--- src/rtl/egress_top.sv ---
`default_nettype none
// ============================================================================
//  Module   : egress_top
//  Purpose  : PCIe egress merge. Packets arriving from the send (sd), receive
//             (rc) and register (rg) action modules on the internal sop/eop
//             stream are merged, one whole packet at a time, onto the Xilinx
//             PCIe IP core TX AXI4-Stream port.
//             - Packet-level round-robin arbitration. After reset the
//               priority order is sd > rc > rg, and the most recent winner
//               drops to lowest priority.
//             - Internal-to-Xilinx sideband mapping: tlast = eop, and
//               tuser[1] (err_fwd) = internal tuser[0].
//             - A 2-entry skid buffer drives the output, and every
//               m_axis_tx_* signal comes straight from a register.
//             - Stray beats (tvalid without sop while idle) are accepted,
//               discarded and counted in a saturating 16-bit counter.
//  Ports    : clk, rst_n                    clock, async active-low reset
//             {sd,rc,rg}_s_axis_*           tvalid/tready/sop/eop/tdata/
//                                           tkeep/tuser input streams
//             m_axis_tx_*                   tvalid/tready/tlast/tdata/tkeep/
//                                           tuser output to the IP core
//             drop_cnt                      discarded stray beat count
//  Revision : 1.0 - initial release
// ============================================================================

`ifndef PCIE_DATA_WIDTH
`define PCIE_DATA_WIDTH 64
`endif
`ifndef PCIE_DATA_KW
`define PCIE_DATA_KW 8
`endif
`ifndef PCIE_TUSER_W
`define PCIE_TUSER_W 4
`endif
`ifndef XIL_TX_USER_W
`define XIL_TX_USER_W 4
`endif

module egress_top #(
    parameter int DATA_W  = `PCIE_DATA_WIDTH,
    parameter int KEEP_W  = `PCIE_DATA_KW,
    parameter int IUSER_W = `PCIE_TUSER_W,
    parameter int XUSER_W = `XIL_TX_USER_W
) (
    input  logic               clk,
    input  logic               rst_n,

    input  logic               sd_s_axis_tvalid,
    output logic               sd_s_axis_tready,
    input  logic               sd_s_axis_sop,
    input  logic               sd_s_axis_eop,
    input  logic [DATA_W-1:0]  sd_s_axis_tdata,
    input  logic [KEEP_W-1:0]  sd_s_axis_tkeep,
    input  logic [IUSER_W-1:0] sd_s_axis_tuser,

    input  logic               rc_s_axis_tvalid,
    output logic               rc_s_axis_tready,
    input  logic               rc_s_axis_sop,
    input  logic               rc_s_axis_eop,
    input  logic [DATA_W-1:0]  rc_s_axis_tdata,
    input  logic [KEEP_W-1:0]  rc_s_axis_tkeep,
    input  logic [IUSER_W-1:0] rc_s_axis_tuser,

    input  logic               rg_s_axis_tvalid,
    output logic               rg_s_axis_tready,
    input  logic               rg_s_axis_sop,
    input  logic               rg_s_axis_eop,
    input  logic [DATA_W-1:0]  rg_s_axis_tdata,
    input  logic [KEEP_W-1:0]  rg_s_axis_tkeep,
    input  logic [IUSER_W-1:0] rg_s_axis_tuser,

    input  logic               m_axis_tx_tready,
    output logic               m_axis_tx_tvalid,
    output logic               m_axis_tx_tlast,
    output logic [DATA_W-1:0]  m_axis_tx_tdata,
    output logic [KEEP_W-1:0]  m_axis_tx_tkeep,
    output logic [XUSER_W-1:0] m_axis_tx_tuser,

    output logic [15:0]        drop_cnt
);

    localparam logic [1:0] c_SRC_SD = 2'd0;
    localparam logic [1:0] c_SRC_RC = 2'd1;
    localparam logic [1:0] c_SRC_RG = 2'd2;

    typedef enum logic [0:0] {
        ST_IDLE = 1'b0,
        ST_XFER = 1'b1
    } state_t;

    state_t r_state;
    state_t w_state_nxt;
    logic [1:0] r_grant, w_grant_nxt;
    logic [1:0] r_rr_ptr, w_rr_ptr_nxt;   // index of the highest-priority source
    logic       r_run;                    // low during reset and the first cycle after it

    // Gather the three inputs into indexable form.
    logic [2:0] w_vld, w_sop, w_eop;
    logic [2:0] w_req, w_rdy, w_drop;

    assign w_vld = {rg_s_axis_tvalid, rc_s_axis_tvalid, sd_s_axis_tvalid};
    assign w_sop = {rg_s_axis_sop,    rc_s_axis_sop,    sd_s_axis_sop};
    assign w_eop = {rg_s_axis_eop,    rc_s_axis_eop,    sd_s_axis_eop};
    assign w_req = w_vld & w_sop;

    // Selected (granted) source payload.
    logic               w_sel_vld, w_sel_eop;
    logic [DATA_W-1:0]  w_sel_dat;
    logic [KEEP_W-1:0]  w_sel_keep;
    logic [IUSER_W-1:0] w_sel_user;

    always_comb begin
        w_sel_vld  = 1'b0;
        w_sel_eop  = 1'b0;
        w_sel_dat  = '0;
        w_sel_keep = '0;
        w_sel_user = '0;
        case (r_grant)
            c_SRC_SD: begin
                w_sel_vld  = sd_s_axis_tvalid;
                w_sel_eop  = sd_s_axis_eop;
                w_sel_dat  = sd_s_axis_tdata;
                w_sel_keep = sd_s_axis_tkeep;
                w_sel_user = sd_s_axis_tuser;
            end
            c_SRC_RC: begin
                w_sel_vld  = rc_s_axis_tvalid;
                w_sel_eop  = rc_s_axis_eop;
                w_sel_dat  = rc_s_axis_tdata;
                w_sel_keep = rc_s_axis_tkeep;
                w_sel_user = rc_s_axis_tuser;
            end
            c_SRC_RG: begin
                w_sel_vld  = rg_s_axis_tvalid;
                w_sel_eop  = rg_s_axis_eop;
                w_sel_dat  = rg_s_axis_tdata;
                w_sel_keep = rg_s_axis_tkeep;
                w_sel_user = rg_s_axis_tuser;
            end
            default: ;
        endcase
    end

    // Only internal tuser[0] has a meaning on the Xilinx side.
    logic               w_unused_user;
    logic [XUSER_W-1:0] w_map_user;

    assign w_unused_user = |w_sel_user;

    always_comb begin
        w_map_user    = '0;
        w_map_user[1] = w_sel_user[0];
    end

    // Skid buffer storage.
    logic               r_out_vld, r_out_last;
    logic [DATA_W-1:0]  r_out_dat;
    logic [KEEP_W-1:0]  r_out_keep;
    logic [XUSER_W-1:0] r_out_user;
    logic               r_skid_vld, r_skid_last;
    logic [DATA_W-1:0]  r_skid_dat;
    logic [KEEP_W-1:0]  r_skid_keep;
    logic [XUSER_W-1:0] r_skid_user;

    logic w_in_ready, w_push, w_out_load;

    // The buffer refuses new beats only when both entries are occupied.
    assign w_in_ready = ~r_skid_vld;
    assign w_push     = r_run && (r_state == ST_XFER) && w_sel_vld && w_in_ready;
    assign w_out_load = ~r_out_vld | m_axis_tx_tready;

    // Round-robin search starting at the current highest-priority source.
    function automatic logic [1:0] rr_pick(input logic [2:0] req, input logic [1:0] ptr);
        logic       found;
        int         s;
        logic [1:0] idx;
        rr_pick = ptr;
        found   = 1'b0;
        for (int k = 0; k < 3; k++) begin
            s = int'(ptr) + k;
            if (s >= 3) begin
                s = s - 3;
            end
            idx = s[1:0];
            if (!found && req[idx]) begin
                rr_pick = idx;
                found   = 1'b1;
            end
        end
    endfunction

    logic [1:0] w_pick;
    assign w_pick = rr_pick(w_req, r_rr_ptr);

    always_comb begin
        w_state_nxt  = r_state;
        w_grant_nxt  = r_grant;
        w_rr_ptr_nxt = r_rr_ptr;
        w_rdy        = 3'b000;
        w_drop       = 3'b000;
        if (r_run) begin
            case (r_state)
                ST_IDLE: begin
                    // Beats without sop outside a packet are swallowed here;
                    // sop beats wait for the grant to take effect in XFER.
                    w_drop = w_vld & ~w_sop;
                    w_rdy  = w_drop;
                    if (|w_req) begin
                        w_state_nxt  = ST_XFER;
                        w_grant_nxt  = w_pick;
                        w_rr_ptr_nxt = (w_pick == c_SRC_RG) ? c_SRC_SD : w_pick + 2'd1;
                    end
                end
                ST_XFER: begin
                    w_rdy = w_in_ready ? (3'b001 << r_grant) : 3'b000;
                    // A stray sop mid-packet is just data; only eop closes the packet.
                    if (w_push && w_sel_eop) begin
                        w_state_nxt = ST_IDLE;
                    end
                end
                default: w_state_nxt = ST_IDLE;
            endcase
        end
    end

    assign sd_s_axis_tready = w_rdy[0];
    assign rc_s_axis_tready = w_rdy[1];
    assign rg_s_axis_tready = w_rdy[2];

    // Saturating drop counter; several sources may drop in the same cycle.
    logic [1:0]  w_drop_sum;
    logic [16:0] w_drop_tot;
    logic [15:0] r_drop_cnt, w_drop_nxt;

    assign w_drop_sum = 2'(w_drop[0]) + 2'(w_drop[1]) + 2'(w_drop[2]);
    assign w_drop_tot = {1'b0, r_drop_cnt} + {15'd0, w_drop_sum};
    assign w_drop_nxt = w_drop_tot[16] ? 16'hFFFF : w_drop_tot[15:0];

    always_ff @(posedge clk or negedge rst_n) begin
        if (!rst_n) begin
            r_state    <= ST_IDLE;
            r_grant    <= c_SRC_SD;
            r_rr_ptr   <= c_SRC_SD;
            r_run      <= 1'b0;
            r_drop_cnt <= 16'd0;
        end else begin
            r_state    <= w_state_nxt;
            r_grant    <= w_grant_nxt;
            r_rr_ptr   <= w_rr_ptr_nxt;
            r_run      <= 1'b1;
            r_drop_cnt <= w_drop_nxt;
        end
    end

    always_ff @(posedge clk or negedge rst_n) begin
        if (!rst_n) begin
            r_out_vld   <= 1'b0;
            r_out_last  <= 1'b0;
            r_out_dat   <= '0;
            r_out_keep  <= '0;
            r_out_user  <= '0;
            r_skid_vld  <= 1'b0;
            r_skid_last <= 1'b0;
            r_skid_dat  <= '0;
            r_skid_keep <= '0;
            r_skid_user <= '0;
        end else if (w_out_load) begin
            // Output register is free (or being consumed): the older skid
            // entry goes first, otherwise take the incoming beat directly.
            if (r_skid_vld) begin
                r_out_vld  <= 1'b1;
                r_out_last <= r_skid_last;
                r_out_dat  <= r_skid_dat;
                r_out_keep <= r_skid_keep;
                r_out_user <= r_skid_user;
                r_skid_vld <= 1'b0;
            end else if (w_push) begin
                r_out_vld  <= 1'b1;
                r_out_last <= w_sel_eop;
                r_out_dat  <= w_sel_dat;
                r_out_keep <= w_sel_keep;
                r_out_user <= w_map_user;
            end else begin
                r_out_vld  <= 1'b0;
            end
        end else if (w_push) begin
            // Output stalled and held: park the new beat in the skid entry.
            r_skid_vld  <= 1'b1;
            r_skid_last <= w_sel_eop;
            r_skid_dat  <= w_sel_dat;
            r_skid_keep <= w_sel_keep;
            r_skid_user <= w_map_user;
        end
    end

    assign m_axis_tx_tvalid = r_out_vld;
    assign m_axis_tx_tlast  = r_out_last;
    assign m_axis_tx_tdata  = r_out_dat;
    assign m_axis_tx_tkeep  = r_out_keep;
    assign m_axis_tx_tuser  = r_out_user;
    assign drop_cnt         = r_drop_cnt;

endmodule

`default_nettype wire

--- config.mk ---
export PLATFORM = sky130hd
export DESIGN_NAME = egress_top
export DESIGN_NICKNAME = d
export VERILOG_FILES = /design/src/rtl/egress_top.sv
export SDC_FILE = /design/constraint.sdc
export NUM_CORES = 1
export LEC_CHECK = 0
export BUFFER_PORTS_ARGS = -buffer_cell sky130_fd_sc_hd__buf_4
export CAP_MARGIN = 20
export CORE_AREA = 2 2 139 141
export DETAILED_ROUTE_END_ITERATION = 10
export DIE_AREA = 0 0 141 143
export PLACE_DENSITY = 0.8
export SYNTH_ARGS = -nofsm -noshare
export SYNTH_HDL_FRONTEND = slang
export SYNTH_SLANG_ARGS = --single-unit
--- constraint.sdc ---
create_clock -name clk -period 3.3 [get_ports clk]
set_input_delay 0.825 -clock clk [delete_from_list [all_inputs] [get_ports clk]]
set_output_delay 0.825 -clock clk [all_outputs]
set_load 0.01 [all_outputs]
### Word level (Yosys, flattened, before mapping)

Index checks and enable logic that the tools add are counted.
W data, S select, Z words.

| storage, ports and cells | value |
|---|---|
| bits in registers | 175 |
| bits of input ports | 240 |
| logic and storage cells | 98 |

| cells by class | value |
|---|---|
| $add $sub $neg | 9 |
| magnitude comparators | 6 |
| eq/ne operators | 3 |
| shift-type cells | 1 |
| mux-type cells | 41 |
| bitwise logic cells | 8 |
| reduce and logical (&&, ||, !) cells | 15 |

Operators by type and width:

| kind | count |
|---|---|
| $pmux W64 S3 | 1 |
| $mux W64 | 2 |
| $pmux W8 S3 | 1 |
| $add A16 B2 Y17 | 1 |
| $mux W16 | 1 |
| $mux W8 | 2 |
| $mux W2 | 7 |
| $mux W1 | 13 |
| $mux W3 | 4 |
| $lt A2 B3 Y1 const B | 3 |
| $pmux W1 S3 | 3 |
| $mux W4 | 2 |
| $and A3 B3 Y3 | 2 |
| $bmux W1 S2 | 3 |
| $ge A3 B2 Y1 const B | 2 |
| $logic_and A1 B1 Y1 | 6 |
| $pmux W3 S2 | 1 |
| $sub A2 B2 Y2 const B | 3 |
| $eq A2 B2 Y1 const B | 2 |
| $not A1 Y1 | 4 |
| $reduce_and A2 Y1 | 2 |
| $reduce_bool A2 Y1 | 2 |
| $add A2 B1 Y3 const B | 1 |
| $add A2 B2 Y3 const B | 1 |
| other kinds (13) | 14 |

### Longest topological paths before layout

| depth | value |
|---|---|
| depth after elaboration | 13 |
| gate-level depth with buffers | 11 |
| gate-level depth less buffers | 11 |

### Worst setup path before layout

No wires, ideal clock.

| timing path | value |
|---|---|
| path kind | input to register |
| from | input port sd_s_axis_sop |
| to | register r_drop_cnt[11], in the netlist drop_cnt[11] |
| library setup time | 69 ps |
| arrival time | 3039 ps |
| data required time | 3231 ps |
| slack | 192 ps |
| cell stages on the path | 10 |
| path buffers | 1 |
| path through | nand3b_1 fa_1 inv_1 ha_1 fa_1 nand3_1 or4_4 or3_4 buf_6 nand3_1 |

| on the way | value |
|---|---|
| longest elaborated chain between the ends | 8 |

RTL lines:

| what | RTL line | text |
|---|---|---|
| start, declared | 50 | `input logic sd_s_axis_sop,` |
| $not A3 Y3 | 206 | `w_drop = w_vld & ~w_sop;` |
| $and A3 B3 Y3 | 206 |  |
| $mux W3 | 202 | `case (r_state)` |
| $mux W3 | 201 | `if (r_run) begin` |
| $add A1 B1 Y2 | 235 | `assign w_drop_sum = 2'(w_drop[0]) + 2'(w_drop[1]) + 2'(w_drop[2]);` |
| $add A2 B1 Y2 | 235 |  |
| $add A16 B2 Y17 | 236 | `assign w_drop_tot = {1'b0, r_drop_cnt} + {15'd0, w_drop_sum};` |
| $mux W16 | 237 | `assign w_drop_nxt = w_drop_tot[16] ? 16'hFFFF : w_drop_tot[15:0];` |
| net w_drop_nxt[11] | 233 | `logic [15:0] r_drop_cnt, w_drop_nxt;` |
| end signal, assigned | 251 | `r_drop_cnt <= w_drop_nxt;` |
| end, declared | 233 |  |

The timed path passes the listed nets, and every way through them passes these cells.
A chain may end at the register's enable or synchronous reset.

### Final worst setup path

| timing path | value |
|---|---|
| from | register r_state |
| to | register r_drop_cnt[13], in the netlist drop_cnt[13] |

| on the way | value |
|---|---|
| longest elaborated chain between the ends | 6 |

RTL lines:

| what | RTL line | text |
|---|---|---|
| start, declared | 91 | `state_t r_state;` |
| start signal, assigned | 247 | `r_state <= w_state_nxt;` |
| $mux W3 (*) | 202 |  |
| $mux W3 (*) | 201 |  |
| $add A1 B1 Y2 | 235 |  |
| $add A2 B1 Y2 (*) | 235 |  |
| $add A16 B2 Y17 (*) | 236 |  |
| $mux W16 (*) | 237 |  |
| net w_drop_nxt[13] | 233 |  |

The timed path passes the listed nets; every way through them passes the cells marked *.

==> results.json <==
{
  "status": "finished clean",
  "fin_hold_ws_ps": 317.6,
  "first_global_vias": 7715,
  "clkPwrFrac": 0.207,
  "die_h_um": 143,
  "worstSetupPathType": "flip-flop to flip-flop",
  "finalHoldViolations": 0,
  "crit_path_start_kind": "flip-flop",
  "chipWidth_um": 141,
  "max_freq_mhz": 324.0,
  "nets": 1457,
  "avgSynthCellArea_um2": 10.05,
  "wl_um": 25050,
  "dpl.hpwl_um": 18000,
  "cp_max_fo": 8,
  "cts_buffer_depth": 2,
  "synth-main-ff-cell": "dfrtp_1",
  "rsz0062_at_grt": "no",
  "comb_power_share": 0.451,
  "drive_above_1_share": 0.4015,
  "crit_chain": "nor2b_1, nand3b_1, fa_1, inv_1, ha_1, fa_1, nand3_1, or4_4, or3_4, nand2_1, mux2_2",
  "cts_tree": "built",
  "drt-pass1-iter-count": 4,
  "crit_arrival_ps": 3450,
  "slew_headroom": 0.5645,
  "placed_cell_area_um2": 11820,
  "ys_ff_latch": 172,
  "num_vias": 7880,
  "finish.utilization": 0.6690,
  "pwr-share-seq": 0.342,
  "area_growth_syn_to_layout_pct": 35.41,
  "ir_drop_v": 0.0004409,
  "gp_congestion": 0.8037,
  "setup_viol": 0,
  "crit_path_frequent_cell": "fa_1",
  "ys_seq_area_frac": 0.4689,
  "cts_hold_buf": 0,
  "min_period_ps": 3086,
  "track_usage": 0.2490,
  "final_area_um2": 12430,
  "p_sw_uw": 3680,
  "critPathBufInv": 1,
  "antenna_left": 0,
  "synth_async_sr_flop_share": 1.000,
  "p_int_uw": 6445,
  "timing.critical_path.to_type": "flip-flop",
  "cts_buffers": 17,
  "synth_cells": 913,
  "synth_edf_count": 0,
  "drv_cap": 0,
  "clk_latency_ps": 430,
  "grt_max_degree": 120,
  "antenna_found_initial": 0,
  "root_buffer": "clkbuf_16",
  "grt_pass1_wl_um": 39760,
  "nFillCells": 1483,
  "io_pins": 337,
  "post_drt_wl_per_cell_um": 17.19,
  "critPathMaxStageDelay_ps": 470,
  "postCtsSetupBuffers": 0,
  "p_per_area_nw_per_um2": 814.5,
  "worst_pin_slew_ps": 653.3,
  "final-max-slew-violation-count": 0,
  "cts_sinks": 172,
  "drt_iter0_drc": 328,
  "insertedDiodeCount": 0,
  "slowest_stage": "fa_1",
  "h-tree-depth": 4,
  "start_util": 0.4941,
  "path_clk_slew_ps": 70,
  "crit_required_ps": 3670,
  "drc": 0,
  "syn-cell-area_um2": 9180,
  "io_buffers": 324,
  "design.core.area_um2": 18580,
  "synth.distinct_cells": 53,
  "overflow": 0,
  "switching_share": 0.3634,
  "p_leak_uw": 0.006161,
  "post-route-period-util": 0.9353,
  "yosys_warnings": 0,
  "path_delay_family": "simple AND/OR/NAND/NOR gates",
  "rows": 50,
  "die_area_um2": 20160,
  "cts_resized": 0,
  "clock_skew_ps": 11.13,
  "viasPerCell": 5.408,
  "min_path_type": "input pin to asynchronous set/reset pin"
}
==> metrics by stage <==
stage | power, µW | instances | setup TNS (ps) | worst slack (ps)
2_1_floorplan | 6281 | 915 | 0 | 192.0
3_3_place_gp | 7922 | 1426 | -65.52 | -21.36
3_5_place_dp | 8101 | 1426 | -329.9 | -62.10
4_1_cts | 10210 | 1457 | 0 | 174.2
5_1_grt | 10810 | 1457 | 0 | 5.730
6_report | 10130 | 1457 | 0 | 213.5
==> routing by layer <==
layer	vias to the layer above	GRT usage	part of all wire
li1	3797	-	-
met1	3793	0.3179	0.43
met2	256	0.4244	0.49
met3	34	0.05600	0.060
met4	0	0.07895	0.020
met5	-	0	0
==> cell usage after synthesis, drive strengths merged (5+ instances only) <==
cell type	instances	area, µm²
clkbuf	32	120.1
a22o	28	245.2
mux2i	76	760.7
xor2	5	43.79
mux2	103	1160
inv	6	22.52
nand2	144	540.5
dfrtp	172	4304
a21o	6	45.04
a21oi	54	270.3
nand3	8	40.04
and2	5	31.28
nor2	56	226.5
o21ai	123	615.6
nor2b	7	46.30
buf	37	234.0
==> cell type report <==
| class | count | area, µm² | share of cell area |
|---|---|---|---|
| inverter | 6 | 22.52 | 0.001812 |
| clock buffer | 17 | 425.4 | 0.03422 |
| multi-input combinational | 668 | 4516 | 0.3633 |
| clock inverter | 14 | 185.2 | 0.01490 |
| tap | 234 | 292.8 | 0.02355 |
| sequential | 172 | 4313 | 0.3470 |
| timing repair buffer | 346 | 2676 | 0.2153 |
==> sequential cells by signal, indices dropped and copies added, names as in the netlist, 2 cells and up <==
signal           cells
r_skid_dat          64
r_grant              2
m_axis_tx_tdata     64
m_axis_tx_tkeep      8
drop_cnt            16
r_skid_keep          8
r_rr_ptr             2
==> cells by family (layout without fill, tap and decap cells) <==
| kind of cell | Yosys count | after routing | share of synthesized area |
|---|---|---|---|
| AND/OR/NAND/NOR | 237 | 237 | 0.1118 |
| multiplexers | 179 | 179 | 0.2092 |
| AO/OA/AOI/OAI | 231 | 231 | 0.1477 |
| other | 2 | 4 | 0.0008181 |
| XOR/XNOR | 9 | 9 | 0.008586 |
| buffers and inverters | 75 | 383 | 0.04103 |
| adder cells (fa/ha/maj) | 8 | 8 | 0.01199 |
| flip-flops | 172 | 172 | 0.4689 |
==> worst paths after layout <==
kind	startpoint	end	slack, ps	cells past startpoint
worst min register to register	r_skid_dat[6]	r_skid_dat[6]	480	2
worst min-delay path	rst_n	m_axis_tx_tdata[19]	320	1
max in group asynchronous	rst_n	m_axis_tx_tdata[36]	2270	2
min in group clk	r_skid_dat[6]	r_skid_dat[6]	480	2
worst max register to register	r_state	drop_cnt[13]	210	11
worst max-delay path	r_state	drop_cnt[13]	210	11
==> layout by cell type, fill, tap and decap left out, types with 2 or more instances in the layout <==
cell          n
a21o_1        6
a21oi_1      53
a22o_1       28
a31oi_1       2
and2_1        5
buf_12        6
buf_4       339
bufinv_16     3
clkbuf_16    17
clkinv_4      2
clkinvlp_4    3
conb_1        4
dfrtp_1     169
dfrtp_4       2
fa_1          2
ha_1          4
inv_1         6
inv_6         5
maj3_1        2
mux2_2      103
mux2i_1      76
nand2_1     144
nand3_1       8
nand3b_1      3
nand4b_1      3
nor2_1       55
nor2b_1       6
o21a_1        2
o21ai_0     123
o22ai_1       2
o31ai_1       3
or2b_1        2
xnor2_1       4
xor2_1        5
==> power by group through the flow <==
| stage | clock network (µW) | logic [µW] | registers [µW] |
|---|---|---|---|
| after floorplan | 0 | 2730 | 3550 |
| after global placement | 0 | 4480 | 3440 |
| after detailed placement | 0 | 4610 | 3490 |
| after CTS | 2120 | 4630 | 3470 |
| after global routing | 2220 | 5010 | 3580 |
| final | 2090 | 4570 | 3470 |
Note: power is estimated with default switching activity, not from simulation.
